`config.mk`:
```
export PLATFORM = sky130hd
export DESIGN_NAME = aixh_mxc_mac_seq
export DESIGN_NICKNAME = d
export VERILOG_FILES = /design/src/rtl/aixh_mxc_pkg.sv /design/src/rtl/aixh_mxc_mac_seq_cnt.sv /design/src/rtl/aixh_mxc_mac_seq.sv
export SDC_FILE = /design/constraint.sdc
export NUM_CORES = 1
export LEC_CHECK = 0
export ABC_AREA = 1
export CAP_MARGIN = 20
export CORE_MARGIN = 3
export CORE_UTILIZATION = 35
export CTS_BUF_LIST = sky130_fd_sc_hd__clkbuf_2
export DETAILED_ROUTE_END_ITERATION = 6
export GPL_ROUTABILITY_DRIVEN = 1
export REMOVE_ABC_BUFFERS = 1
export SETUP_SLACK_MARGIN = 0.2
export SYNTH_ARGS = -nofsm -noshare
export SYNTH_HDL_FRONTEND = slang
export SYNTH_SLANG_ARGS = --single-unit
```
`constraint.sdc`:
```
create_clock -name aixh_core_clk2x -period 2.4 [get_ports aixh_core_clk2x]
set_clock_uncertainty 0.05 [all_clocks]
set_input_delay 0.48 -clock aixh_core_clk2x [delete_from_list [all_inputs] [get_ports aixh_core_clk2x]]
set_output_delay 0.48 -clock aixh_core_clk2x [all_outputs]
set_load 0.05 [all_outputs]
```
`src/rtl/aixh_mxc_pkg.sv`:
```
// Shared MxConv types: sequencer state encoding and the legal MAC modes.
// The mode constants are also consumed by the corner bias logic.
package AIXH_MXC_pkg;

  typedef enum logic [2:0] {
    SEQ_IDLE,
    SEQ_FRESH,
    SEQ_MAC,
    SEQ_DRAIN,
    SEQ_GAP,
    SEQ_DONE
  } MXC_SEQ_State;

  // {int8, shift[1:0]}; shift code 2'b11 is unused
  localparam logic [2:0] MXC_MODE_S0    = 3'b000;
  localparam logic [2:0] MXC_MODE_S1    = 3'b001;
  localparam logic [2:0] MXC_MODE_S2    = 3'b010;
  localparam logic [2:0] MXC_MODE_I8_S0 = 3'b100;
  localparam logic [2:0] MXC_MODE_I8_S1 = 3'b101;
  localparam logic [2:0] MXC_MODE_I8_S2 = 3'b110;

  function automatic logic mxc_mode_legal(input logic [2:0] mode);
    logic ok;
    ok = 1'b0;
    unique case (mode)
      MXC_MODE_S0,
      MXC_MODE_S1,
      MXC_MODE_S2,
      MXC_MODE_I8_S0,
      MXC_MODE_I8_S1,
      MXC_MODE_I8_S2: ok = 1'b1;
      default:        ok = 1'b0;
    endcase
    return ok;
  endfunction

endpackage

```
`src/rtl/aixh_mxc_mac_seq_cnt.sv`:
```
// Loadable down-counter with a zero flag; saturates at zero.
// Instantiated for the K, tile and drain-gap counts.
module aixh_mxc_seq_cnt #(
  parameter int W = 16
) (
  input  logic         clk,
  input  logic         rst,
  input  logic         load,
  input  logic [W-1:0] load_val,
  input  logic         dec,
  output logic         zero
);

  logic [W-1:0] cnt;

  always_ff @(posedge clk) begin
    if (rst) begin
      cnt <= '0;
    end else if (load) begin
      cnt <= load_val;
    end else if (dec && !zero) begin
      cnt <= cnt - 1'b1;
    end
  end

  assign zero = (cnt == '0);

endmodule

```
`src/rtl/aixh_mxc_mac_seq.sv`:
```
// MAC/drain sequencer: per tile one refresh, K gated MAC steps,
// one backpressured drain and a fixed idle gap.
module aixh_mxc_mac_seq
  import AIXH_MXC_pkg::*;
#(
  parameter int KCNT_BITS = 16,
  parameter int TCNT_BITS = 16,
  parameter int DRAIN_GAP = 4
) (
  input  logic                 aixh_core_clk2x,
  input  logic                 aixh_core_rst,
  input  logic                 i_start,
  input  logic [KCNT_BITS-1:0] i_kcnt,
  input  logic [TCNT_BITS-1:0] i_tcnt,
  input  logic [2:0]           i_mode,
  input  logic                 i_opnd_vld,
  input  logic                 i_drain_rdy,
  output logic                 o_ready,
  output logic                 o_mac_afresh,
  output logic                 o_mac_enable,
  output logic                 o_opnd_pop,
  output logic [2:0]           o_mac_mode,
  output logic                 o_drain_req,
  output logic [TCNT_BITS-1:0] o_tile_idx,
  output logic                 o_done,
  output logic                 o_err
);

  localparam int GAP_LD = (DRAIN_GAP > 0) ? DRAIN_GAP - 1 : 0;

  MXC_SEQ_State         state;
  logic [KCNT_BITS-1:0] k_lat;
  logic [TCNT_BITS-1:0] tile;
  logic [2:0]           mode;
  logic                 err;

  logic legal;
  logic accept;
  logic mac_fire;
  logic drain_fire;
  logic tile_end;
  logic k_zero;
  logic t_zero;
  logic g_zero;

  assign legal      = (i_kcnt != '0) && (i_tcnt != '0)
                    && mxc_mode_legal(i_mode);
  assign accept     = (state == SEQ_IDLE) && i_start && legal;
  assign mac_fire   = (state == SEQ_MAC) && i_opnd_vld;
  assign drain_fire = (state == SEQ_DRAIN) && i_drain_rdy;

  // With no gap configured the tile ends on the accepted drain itself
  assign tile_end = (DRAIN_GAP == 0) ? drain_fire
                  : ((state == SEQ_GAP) && g_zero);

  aixh_mxc_seq_cnt #(.W(KCNT_BITS)) u_kcnt (
    .clk      (aixh_core_clk2x),
    .rst      (aixh_core_rst),
    .load     (state == SEQ_FRESH),
    .load_val (k_lat - 1'b1),
    .dec      (mac_fire),
    .zero     (k_zero)
  );

  aixh_mxc_seq_cnt #(.W(TCNT_BITS)) u_tcnt (
    .clk      (aixh_core_clk2x),
    .rst      (aixh_core_rst),
    .load     (accept),
    .load_val (i_tcnt - 1'b1),
    .dec      (tile_end),
    .zero     (t_zero)
  );

  aixh_mxc_seq_cnt #(.W(4)) u_gcnt (
    .clk      (aixh_core_clk2x),
    .rst      (aixh_core_rst),
    .load     (drain_fire),
    .load_val (4'(GAP_LD)),
    .dec      (state == SEQ_GAP),
    .zero     (g_zero)
  );

  always_ff @(posedge aixh_core_clk2x) begin
    if (aixh_core_rst) begin
      state <= SEQ_IDLE;
      k_lat <= '0;
      tile  <= '0;
      mode  <= '0;
      err   <= 1'b0;
    end else begin
      err <= 1'b0;
      unique case (state)
        SEQ_IDLE: begin
          if (i_start) begin
            if (legal) begin
              k_lat <= i_kcnt;
              mode  <= i_mode;
              tile  <= '0;
              state <= SEQ_FRESH;
            end else begin
              err <= 1'b1;
            end
          end
        end
        SEQ_FRESH: state <= SEQ_MAC;
        SEQ_MAC: begin
          if (mac_fire && k_zero) state <= SEQ_DRAIN;
        end
        SEQ_DRAIN, SEQ_GAP: begin
          if (tile_end) begin
            if (t_zero) begin
              state <= SEQ_DONE;
            end else begin
              tile  <= tile + 1'b1;
              state <= SEQ_FRESH;
            end
          end else if (drain_fire) begin
            state <= SEQ_GAP;
          end
        end
        SEQ_DONE: state <= SEQ_IDLE;
        default:  state <= SEQ_IDLE;
      endcase
    end
  end

  assign o_ready      = (state == SEQ_IDLE);
  assign o_mac_afresh = (state == SEQ_FRESH);
  assign o_mac_enable = mac_fire;
  assign o_opnd_pop   = mac_fire;
  assign o_drain_req  = drain_fire;
  assign o_done       = (state == SEQ_DONE);
  assign o_err        = err;
  assign o_mac_mode   = mode;
  assign o_tile_idx   = tile;

endmodule

```
==> impl_metrics.toml <==
[global_routing]
overflow = 0
grt_max_degree = 34
first_global_vias = 4839
track_usage_pct = 18.7
grt_pass1_wl_mm = 22.4
antenna_found_initial = 0

[logic_synthesis]
ys.flop_type = "dfxtp_1"
synth-seq-cells = 75
ys_types = 43
synth.cell_area_mm2 = 0.00472
synth-async-reset-ratio_pct = 0
syn_inst = 732
ys_seq_area_share_pct = 31.8
synth-warning-count = 0
syn_area_per_cell_um2 = 6.45
synth_edf_count = 0

[pwr]
power_frac_seq_pct = 21.7
p_sw_share_pct = 48.0
powerDensity_mw_per_mm2 = 1250
irDropWorstVdd_mv = 0.437
clockPowerShare_pct = 11.4
combinationalPowerShare_pct = 66.9
power_leakage_nw = 3.14
internal_power_mw = 4.31
p_switching_mw = 3.98

[floorplan]
die_w_um = 122
start_util_pct = 36.5
rows = 41
coreArea_mm2 = 0.0129
num_io_pins = 66
die-area_mm2 = 0.0149
dieHeight_um = 122

[final_layout]
area_delta_synth_final_pct = 39.9
nFillCells = 1304
regArea_mm2 = 0.00151
final_common_cell = "nand2_1"
final_cells = 1051
diodes = 0
utilization_pct = 51.1
layout_common_cells = "nand2_1, inv_1, nor2_1, buf_4, dfxtp_1"
fin_nets = 919
multi_input_area_mm2 = 0.00287
drive_gt1_share_pct = 23.7

[timing]
rsz0062_at_grt = "yes"
final.period_utilization_pct = 90.5
holdWs_ns = 0.176
min_period_ns = 2.17
max_freq_mhz = 460
slew_headroom_pct = 62.3
finalSetupTns_ns = 0
setup_viol = 0
tightestPinTransition_ns = 0.561
fin_ws_ns = 0.228
slew_viol_final = 0
final_hold_viol_count = 0

[detailed_routing]
drcViolationCount = 0
num_vias = 5085
drtAntennaViolNets = 0
viasPerCell = 4.84
initialDrtViolationCount = 323
wl_mm = 13.9
firstDrtPassIters = 4
drt-wirelength-per-cell_um = 13.2

[setup_path]
startpoint_type = "register"
cp_max_fo = 6
arrival_ns = 2.63
cp.required_ns = 2.86
end_kind = "register"
ff2ff_setup_slack_ns = 0.23
critPathKind = "reg -> reg"

[worst_hold_path]
hold_path.class = "in -> reg"

[cts]
cts_sinks = 75
postCtsHoldBufs = 0
clk_path_buf_depth = 2
insertion_delay_ns = 0.57
htreeDepth = 3
cts_tree = "done"
cts_buffers = 9
cts_root_buf = "clkbuf_2"
clk_pin_slew_ns = 0.23

[outcome]
status = "finished, final reports clean"

[place]
dpl.cell_count = 1013
io_buffers = 65
dp_hpwl_mm = 10.1
gp_congestion = 0.956
post-place-ws_ns = -0.419

[run]
drv_cap = 0
==> timing repair <==
item,in CTS,in global routing
gates resized for setup,30,81
setup endpoints to repair,36,39
buffers inserted,5,17
pin swaps,0,28
==> power by group through the flow <==
stage	Combinational [mW]	Sequential, mW	Clock (mW)
6_report	5.55	1.80	0.946
5_1_grt	6.12	1.84	1.02
4_1_cts	4.73	1.78	0.988
3_5_place_dp	4.64	1.79	0
3_3_place_gp	4.58	1.79	0
2_1_floorplan	3.11	1.81	0
==> Yosys cell counts, drive strengths merged, types with 2 or more instances <==
master | number | share of area (%)
o21ai | 70 | 8.4
o21bai | 4 | 0.64
dfxtp | 75 | 32
nand3 | 50 | 5.7
buf | 15 | 2.4
xor2 | 9 | 1.7
a211oi | 5 | 0.79
a21oi | 25 | 2.6
a31oi | 7 | 0.93
ha | 5 | 1.3
nor4 | 8 | 1.1
or2 | 2 | 0.26
o211ai | 7 | 1.1
nor3 | 13 | 1.6
inv | 116 | 9.2
nor2 | 126 | 12
nand4 | 13 | 2.4
nand3b | 2 | 0.32
nand2 | 162 | 14
xnor2 | 2 | 0.37
clkbuf | 9 | 0.72
==> final timing paths <==
path	startpoint	to	cells after the start
max	state[0]$_SDFFE_PP0P_	u_kcnt.cnt[14]$_SDFFE_PP0P_	13
min	i_kcnt[3]	k_lat[3]$_SDFFE_PP0N_	3
max reg2reg	state[0]$_SDFFE_PP0P_	u_kcnt.cnt[14]$_SDFFE_PP0P_	13
min reg2reg	u_kcnt.cnt[13]$_SDFFE_PP0P_	u_kcnt.cnt[13]$_SDFFE_PP0P_	2
==> worst max-delay path: stages (launching register included) <==
cell,delay (ns)
dfxtp_4,0.43
buf_4,0.13
nand3_4,0.15
buf_6,0.17
o21ai_4,0.18
nand2_2,0.10
nor2_4,0.14
nand2_4,0.07
nor2_4,0.13
buf_4,0.12
nand4_1,0.08
xor2_1,0.17
o21bai_1,0.15
inv_1,0.05
==> cells by family (layout without fill, tap and decap cells) <==
kind of cell | Yosys count | after routing | synth area share (%)
adder cells (fa/ha/maj) | 5 | 5 | 1.32
flip-flops | 75 | 75 | 31.8
buffers and inverters | 140 | 287 | 12.3
AND/OR/NAND/NOR | 377 | 377 | 36.9
multiplexers | 1 | 1 | 0.212
XOR/XNOR | 11 | 11 | 2.04
AO/OA/AOI/OAI | 123 | 123 | 15.4
==> layout make-up <==
type	instances	area share [%]
inverter	116	6.72
multi-input combinational	517	43.5
clock inverter	7	1.74
sequential	75	22.9
tap	172	3.26
timing repair buffer	155	21.2
clock buffer	9	0.682
==> metal layers <==
| metal | vias to the layer above | wire length (um) | share of wire [%] | track usage (%) |
|---|---|---|---|---|
| met2 | 84 | 7040 | 51 | 32.8 |
| met3 | 24 | 445 | 3.2 | 2.92 |
| met1 | 2347 | 6080 | 44 | 23.1 |
| met4 | 0 | 320 | 2.3 | 6.51 |
| met5 | - | 0 | 0 | 0 |
| li1 | 2630 | - | - | - |
==> through the flow <==
step	total power, mW	cell area (um^2)
finish	8.29	6610
global route	8.98	6610
CTS	7.50	6200
detailed placement	6.44	6000
global placement	6.37	6000
floorplan	4.92	4580
==> sequential cells by signal, indices dropped and copies added (netlist names) <==
signal      count
k_lat          16
o_tile_idx     16
u_kcnt.cnt     16
u_tcnt.cnt     16
u_gcnt.cnt      4
o_mac_mode      3
state           3
o_err           1
Note: power is estimated with default switching activity, not from simulation.
